--- src/rtl/alu_seq_pkg.sv ---
// Shared types and constants for the ALU request sequencer.
// Opcode and FSM encodings plus the latched request bundle.
package alu_seq_pkg;

    localparam int ALU_W = 32;

    typedef enum logic [1:0] {
        OP_ADD = 2'b00,
        OP_INC = 2'b01,
        OP_NEG = 2'b10,
        OP_SUB = 2'b11
    } op_t;

    typedef enum logic [1:0] {
        S_IDLE = 2'b00,
        S_EXEC = 2'b01,
        S_RESP = 2'b10
    } state_t;

    typedef struct packed {
        op_t              op;
        logic             id;
        logic [ALU_W-1:0] a;
        logic [ALU_W-1:0] b;
    } req_t;

endpackage

--- src/rtl/alu_sequencer_rr_arb2.sv ---
// Two-input round-robin arbiter; pointer moves to the
// non-granted port after every accepted grant.
module rr_arb2 (
    input  logic       clk,
    input  logic       rst,
    input  logic       req0,
    input  logic       req1,
    input  logic       advance,
    output logic [1:0] grant
);

    logic ptr;

    always_comb begin
        grant = 2'b00;
        unique case ({req1, req0})
            2'b11:   grant = ptr ? 2'b10 : 2'b01;
            2'b01:   grant = 2'b01;
            2'b10:   grant = 2'b10;
            default: grant = 2'b00;
        endcase
    end

    always_ff @(posedge clk or posedge rst) begin
        if (rst) begin
            ptr <= 1'b0;
        end else if (advance) begin
            ptr <= grant[0];
        end
    end

endmodule

--- src/rtl/alu_sequencer.sv ---
// Round-robin sequencer in front of the shared 32-bit ALU.
// ALU_SEQ_FLAGS_EN adds sticky flag_z/flag_n outputs.
module alu_sequencer
    import alu_seq_pkg::*;
(
    input  logic             clk,
    input  logic             rst,
`ifdef ALU_SEQ_FLAGS_EN
    output logic             flag_z,
    output logic             flag_n,
`endif
    input  logic             req0_valid,
    input  logic             req1_valid,
    output logic             req0_ready,
    output logic             req1_ready,
    input  logic [1:0]       req0_op,
    input  logic [1:0]       req1_op,
    input  logic [ALU_W-1:0] req0_a,
    input  logic [ALU_W-1:0] req1_a,
    input  logic [ALU_W-1:0] req0_b,
    input  logic [ALU_W-1:0] req1_b,
    output logic             rsp_valid,
    input  logic             rsp_ready,
    output logic             rsp_id,
    output logic [ALU_W-1:0] rsp_out,
    output logic             rsp_z,
    output logic             rsp_n,
    output logic [ALU_W-1:0] alu_a,
    output logic [ALU_W-1:0] alu_b,
    output logic             alu_add,
    output logic             alu_inc,
    output logic             alu_neg,
    output logic             alu_sub,
    input  logic [ALU_W-1:0] alu_out,
    input  logic             alu_z,
    input  logic             alu_n
);

    state_t     state;
    state_t     state_nxt;
    req_t       lat;
    logic [1:0] grant;
    logic       slot;
    logic       take;

    // A new request may enter in IDLE or in the cycle the
    // pending response is consumed.
    assign slot = !rst && ((state == S_IDLE) ||
                  (state == S_RESP && rsp_ready));

    assign req0_ready = slot && grant[0];
    assign req1_ready = slot && grant[1];
    assign take       = req0_ready || req1_ready;

    rr_arb2 u_arb (
        .clk     (clk),
        .rst     (rst),
        .req0    (req0_valid),
        .req1    (req1_valid),
        .advance (take),
        .grant   (grant)
    );

    always_ff @(posedge clk or posedge rst) begin
        if (rst) begin
            state <= S_IDLE;
        end else begin
            state <= state_nxt;
        end
    end

    always_comb begin
        state_nxt = state;
        unique case (state)
            S_IDLE: begin
                if (take) state_nxt = S_EXEC;
            end
            S_EXEC: state_nxt = S_RESP;
            S_RESP: begin
                if (rsp_ready) begin
                    state_nxt = take ? S_EXEC : S_IDLE;
                end
            end
            default: state_nxt = S_IDLE;
        endcase
    end

    always_comb begin
        alu_a   = '0;
        alu_b   = '0;
        alu_add = 1'b0;
        alu_inc = 1'b0;
        alu_neg = 1'b0;
        alu_sub = 1'b0;
        if (state == S_EXEC) begin
            alu_a = lat.a;
            alu_b = lat.b;
            unique case (lat.op)
                OP_ADD: alu_add = 1'b1;
                OP_INC: alu_inc = 1'b1;
                OP_NEG: alu_neg = 1'b1;
                OP_SUB: alu_sub = 1'b1;
                default: ;
            endcase
        end
    end

    always_ff @(posedge clk or posedge rst) begin
        if (rst) begin
            lat <= '0;
        end else if (take) begin
            if (req1_ready) begin
                lat.op <= op_t'(req1_op);
                lat.id <= 1'b1;
                lat.a  <= req1_a;
                lat.b  <= req1_b;
            end else begin
                lat.op <= op_t'(req0_op);
                lat.id <= 1'b0;
                lat.a  <= req0_a;
                lat.b  <= req0_b;
            end
        end
    end

    always_ff @(posedge clk or posedge rst) begin
        if (rst) begin
            rsp_valid <= 1'b0;
            rsp_id    <= 1'b0;
            rsp_out   <= '0;
            rsp_z     <= 1'b0;
            rsp_n     <= 1'b0;
        end else if (state == S_EXEC) begin
            rsp_valid <= 1'b1;
            rsp_id    <= lat.id;
            rsp_out   <= alu_out;
            rsp_z     <= alu_z;
            rsp_n     <= alu_n;
        end else if (state == S_RESP && rsp_ready) begin
            rsp_valid <= 1'b0;
        end
    end

`ifdef ALU_SEQ_FLAGS_EN
    // Sticky copies kept for branch evaluation between ops.
    always_ff @(posedge clk or posedge rst) begin
        if (rst) begin
            flag_z <= 1'b0;
            flag_n <= 1'b0;
        end else if (state == S_EXEC) begin
            flag_z <= alu_z;
            flag_n <= alu_n;
        end
    end
`else
    // Flags are visible only through rsp_z/rsp_n.
`endif

endmodule

--- config.mk ---
export PLATFORM = sky130hd
export DESIGN_NAME = alu_sequencer
export DESIGN_NICKNAME = d
export VERILOG_FILES = /design/src/rtl/alu_seq_pkg.sv /design/src/rtl/alu_sequencer_rr_arb2.sv /design/src/rtl/alu_sequencer.sv
export SDC_FILE = /design/constraint.sdc
export NUM_CORES = 1
export LEC_CHECK = 0
export CAP_MARGIN = 20
export CORE_MARGIN = 2
export CORE_UTILIZATION = 43
export DETAILED_ROUTE_END_ITERATION = 7
export GPL_TIMING_DRIVEN = 0
export PLACE_DENSITY = 0.95
export SETUP_SLACK_MARGIN = 0.3
export SYNTH_ARGS = -nofsm -noshare
export SYNTH_HDL_FRONTEND = slang
export SYNTH_SLANG_ARGS = --single-unit
export TNS_END_PERCENT = 30
--- constraint.sdc ---
create_clock -name clk -period 10.03 [get_ports clk]
set_clock_uncertainty 0.15 [all_clocks]
set_input_delay 2.5075 -clock clk [delete_from_list [all_inputs] [get_ports clk]]
set_output_delay 2.5075 -clock clk [all_outputs]
set_load 0.05 [all_outputs]
## Word level (Yosys, flattened, before mapping)

Cells that the tools add are included.

| storage, ports and cells | value |
|---|---|
| bits in registers | 106 |
| bits of input ports | 171 |
| output and inout bits | 106 |
| word-level logic and storage cells | 51 |

| operators by class | value |
|---|---|
| equal/unequal tests | 10 |
| mux-type cells | 19 |
| reduce and logical (&&, ||, !) cells | 11 |

Operators with widths:

| kind | count |
|---|---|
| $mux W67 | 1 |
| $mux W32 | 2 |
| $pmux W2 S3 | 2 |
| $mux W1 | 11 |
| $eq A2 B2 Y1 const B | 5 |
| $eq A2 B1 Y1 const B | 3 |
| $mux W2 | 3 |
| $logic_and A1 B1 Y1 | 4 |
| $logic_not A2 Y1 | 2 |
| $ne A2 B2 Y1 const B | 2 |
| $logic_or A1 B1 Y1 | 2 |
| $reduce_and A2 Y1 | 1 |
| $reduce_bool A2 Y1 | 1 |
| $logic_not A1 Y1 | 1 |

## Longest topological paths before layout

| depth | value |
|---|---|
| depth after elaboration | 9 |
| depth in mapped cells | 6 |
| mapped depth without buffers | 3 |

## Cells and area by module

A second synthesis with hierarchy kept.

| second synthesis, totals | value |
|---|---|
| cell total of the unflattened synthesis | 496 |
| area, all modules | 5515.3 µm² |

Modules (own cells, without submodules):

| module | times used | cells each | area each (µm²) | seq. area each (µm²) |
|---|---|---|---|---|
| alu_sequencer | 1 | 490 | 5449.0 | 2627.5 |
| rr_arb2 | 1 | 6 | 66.3 | 25.0 |

## Worst setup path before layout

No wires, ideal clock.

| timing | value |
|---|---|
| path kind | input -> output |
| from | input port req0_valid |
| to | output port req1_ready |
| data arrival time | 3.892 ns |
| data required time | 7.372 ns |
| setup slack | 3.480 ns |
| cell stages on the path | 3 |
| path buffers | 1 |
| cell sequence | nor2b_1 -> clkbuf_1 -> nor3_1 |

| between the ends | value |
|---|---|
| longest elaborated chain between the ends | 3 |
| elaborated cells between the ends (all ways) | 5 |
| those cells by class | 3 x eq/ne; 1 x mux; 1 x reduce/logical |

RTL lines:

| element | RTL line | RTL |
|---|---|---|
| from (decl) | alu_sequencer.sv:12 | `input logic req0_valid,` |
| $eq A2 B2 Y1 or $eq A2 B1 Y1 (tied branches) | alu_sequencer_rr_arb2.sv:16 | `unique case ({req1, req0})` |
| $pmux W2 S3 (*) | alu_sequencer_rr_arb2.sv:16 |  |
| $logic_and A1 B1 Y1 (*) | alu_sequencer.sv:52 | `assign req1_ready = slot && grant[1];` |
| to (decl) | alu_sequencer.sv:15 | `output logic req1_ready,` |

Every way passes the cells marked *; elsewhere a longest branch is shown, timed or not.

## Final worst setup path

| timing | value |
|---|---|
| from | input port req0_valid |
| to | output port req0_ready |

| between the ends | value |
|---|---|
| longest elaborated chain between the ends | 3 |
| elaborated cells between the ends (all ways) | 5 |
| those cells by class | 3 x eq/ne; 1 x mux; 1 x reduce/logical |

RTL lines:

| element | RTL line | RTL |
|---|---|---|
| $eq A2 B2 Y1 or $eq A2 B1 Y1 (tied branches) | alu_sequencer_rr_arb2.sv:16 |  |
| $pmux W2 S3 (*) | alu_sequencer_rr_arb2.sv:16 |  |
| $logic_and A1 B1 Y1 (*) | alu_sequencer.sv:51 | `assign req0_ready = slot && grant[0];` |
| to (decl) | alu_sequencer.sv:14 | `output logic req0_ready,` |

Marks and branches as above.

==> tab_implementation.tex <==
\begin{tabular}{lr}
\hline
Metric & Value \\
\hline
\multicolumn{2}{l}{\textbf{Drt}} \\
\quad Number of remaining DRC errors & 0 \\
\quad Total via count in the routed design & $\sim$5.2k \\
\quad Antenna Violating Nets Remaining & 0 \\
\quad Final WL & approximately 18,000 um \\
\quad WL per Instance & $\sim$19 um \\
\quad Routed vias/inst & around 5.6 \\
\quad Starting DRT DRC Count & 370 \\
\quad Iteration count of the initial detailed-routing pass & 4 \\
\multicolumn{2}{l}{\textbf{Layout}} \\
\quad Proportion of layout cells with a drive suffix above 1 & 9.59\% \\
\quad Count of fill cells added during filler insertion & $\sim$840 \\
\quad Number of nets in the final layout & around 950 \\
\quad Final std cell area, no fill & roughly 8500 um\^{}2 \\
\quad Synthesis-to-layout area growth & 62.5\% \\
\quad Ant. Diodes & 0 \\
\multicolumn{2}{l}{\textbf{Floorplan}} \\
\quad Number of rows created at floorplan & 40 \\
\quad Number of I/O pins & 277 \\
\quad Placeable core region & 11,900 um\^{}2 \\
\quad Die outline height & $\sim$110 um \\
\quad Starting density of the core & between 40 and 50\% \\
\quad Die outline area & 13,000 um\^{}2 \\
\quad Die width & between 100 and 150 um \\
\multicolumn{2}{l}{\textbf{STA}} \\
\quad Fin crit period & 7.25 ns \\
\quad Number of hold violations in the final report & 0 \\
\quad Normalized max-slew margin & about three fifths \\
\quad Final Setup Violations & 0 \\
\quad Post-route clock period utilization & between 70 and 80\% \\
\quad Total count of max-transition violations in the final report & 0 \\
\quad Final TNS setup & 0 ns \\
\quad Measured slew at the worst slew-check pin & between 0.5 and 0.6 ns \\
\quad RSZ-0062 raised after global routing & false \\
\quad Maximum operating frequency & between 0.1 and 0.15 GHz \\
\multicolumn{2}{l}{\textbf{Placement}} \\
\quad Port bufs & around 280 \\
\quad Routability Congestion & about 0.89 \\
\quad Instance area after placement & around 8200 um\^{}2 \\
\quad Dpl hpwl & between 10,000 and 15,000 um \\
\multicolumn{2}{l}{\textbf{Yosys}} \\
\quad Top cells by area in the synthesized netlist & dfrtp\_1, o32ai\_1, a2bb2oi\_2 \\
\quad Count of state elements after synthesis & between 100 and 150 \\
\quad Number of enable-type register cells in the synthesized netlist & 0 \\
\quad Synthesized netlist cell count & approximately 490 \\
\quad Top\_reg\_cell synth & dfrtp\_1 \\
\quad Most common cell in the synthesized netlist & nand2\_1 \\
\quad Synthesized area per cell & around 11 um\^{}2 \\
\quad Distinct cell type count after synthesis & 26 \\
\quad Mapped cell area & roughly 5200 um\^{}2 \\
\quad Sequential fraction of the synthesis area & 50.8\% \\
\quad Top cell type's share of synthesized area & between 50\% and 60\% \\
\quad Synth async-reset ratio & 100\% \\
\quad Largest area contributor in the synthesized netlist & dfrtp\_1 \\
\quad Commonest cells in the synthesized netlist & nand2\_1, dfrtp\_1, o32ai\_1 \\
\quad Warnings from Yosys & 0 \\
\quad Net count after synthesis & between 600 and 700 \\
\multicolumn{2}{l}{\textbf{Job}} \\
\quad Reported max-cap violation count & 0 \\
\multicolumn{2}{l}{\textbf{Setup path}} \\
\quad Critical path endpoint category & output port \\
\quad Launching point of the worst reg2reg path & state[0] \\
\quad Category of the critical setup timing path & primary input to output port \\
\quad Largest fanout of any net on the critical path & 10 \\
\quad CP Launch Type & primary input \\
\quad Signal arrival time at the worst endpoint & about 4.6 ns \\
\quad Required time of the critical path & 7.37 ns \\
\quad CP startpoint & req0\_valid \\
\multicolumn{2}{l}{\textbf{Clock tree}} \\
\quad CTS tree & done \\
\quad Number of buffers inserted by hold repair at cts & 0 \\
\quad Worst-Skew Late Latency & 0.33 ns \\
\quad Clock tree sinks & roughly 110 \\
\quad Clock H-tree levels & 3 \\
\quad Maximum clock path buffer count & 2 \\
\quad Number of buffers inserted by post-CTS setup repair & 0 \\
\quad Count of cells resized by post-cts repair & 0 \\
\quad Clk pin slew, worst setup/hold paths & 0.07 ns \\
\quad Clock root buffer & clkbuf\_16 \\
\quad Number of buffers created by CTS & 9 \\
\multicolumn{2}{l}{\textbf{Pwr}} \\
\quad VDD IR-drop max & approximately 0.1 mV \\
\quad Total power density per cell area & between 200 and 250 nW/um\^{}2 \\
\quad Leakage & between 3 and 4 nW \\
\multicolumn{2}{l}{\textbf{Status}} \\
\quad Result of the run & complete, no violations \\
\multicolumn{2}{l}{\textbf{Global routing}} \\
\quad Number of global-route vias before repair & $\sim$5.4k \\
\quad Pin count of the biggest net entering global routing & between 60 and 70 \\
\quad Global-route wire length before repair & $\sim$27,000 um \\
\quad Total grt overflow & 0 \\
\quad Tot GR Track Use & 26.7\% \\
\quad Number of antenna violations at the first check in global routing & 0 \\
\multicolumn{2}{l}{\textbf{Min path}} \\
\quad Launch point of the worst hold path & rsp\_out[7] \\
\quad Worst min-delay path class & flop to flop \\
\hline
\end{tabular}
[path summary, 6_finish.rpt]
path / endpoint / slack [ns] / cells after the start
max in group asynchronous: lat[27] / 6.54 / 3
min in group asynchronous: lat[64] / 2.47 / 2
setup reg to reg: lat[3] / 8.13 / 5
hold / removal: rsp_out[7] / 0.33 / 2
setup / recovery: req0_ready / 2.78 / 6
hold reg to reg: rsp_out[7] / 0.33 / 2
[layout make-up]
class,count,area (um^2),share of cell area (%)
well taps,147,184,2.17
plain buffers,51,256,3.03
inverters,3,13.8,0.162
multi-input cells,329,2300,27.1
clock inverters,2,10.0,0.118
repair buffers,277,2790,32.9
flip-flops and latches,106,2650,31.3
clock buffers,14,274,3.23
[state kept, by name (all words and copies together) (netlist names)]
| register | cells |
|---|---|
| rsp_valid | 1 |
| lat | 67 |
| state | 2 |
| rsp_n | 1 |
| u_arb.ptr | 1 |
| rsp_id | 1 |
| rsp_z | 1 |
| rsp_out | 32 |
[critical path, stage by stage]
cell	delay [ns]
clkdlybuf4s50_1	0.51
a21bo_2	0.23
buf_2	0.15
clkbuf_1	0.23
nor2_1	0.15
clkdlybuf4s50_1	0.82
[per-layer routing]
metal / wire length (um) / track usage (%)
met3: 1160 / 5.82
met5: 0 / 0
met4: 596 / 10.7
met2: 9150 / 47.1
met1: 7000 / 31.8
[cell families after synthesis]
group	Yosys count	synth area share (%)
flops	106	50.8
buf+inv	54	5.13
compound gates	139	26.6
simple gates	190	17.4
[where the power goes]
group	switching (mW)	internal, mW	total, mW
logic	0.535	0.365	0.900
registers	0.0807	0.557	0.637
clock network	0.148	0.188	0.337
[per-stage QoR]
stage	setup slack, ns	total power [mW]	utilization (%)	std cells	hold WS, ns
detailed placement	2.77	1.54	68.8	913	0.311
global route	2.66	1.96	71.2	929	0.356
finish	2.78	1.87	71.2	929	0.327
CTS	2.76	1.88	71.2	929	0.328
global placement	2.78	1.51	68.5	912	0.309
floorplan	3.48	1.21	-	489	0.290
[layout by cell type, fill, tap and decap left out, types with 2 or more instances in the layout]
cell	n
o32ai_1	66
buf_1	3
buf_4	3
clkinv_2	2
nor2_1	6
buf_6	4
buf_2	19
and2_1	64
nand2_1	109
clkbuf_8	3
clkbuf_16	9
nor2b_1	2
clkdlybuf4s50_1	276
dfrtp_1	106
clkbuf_1	24
nor3_1	3
a2bb2oi_1	36
a21oi_1	3
a2bb2oi_2	30
nand2b_1	2
Power figures use the tool's default switching activity.
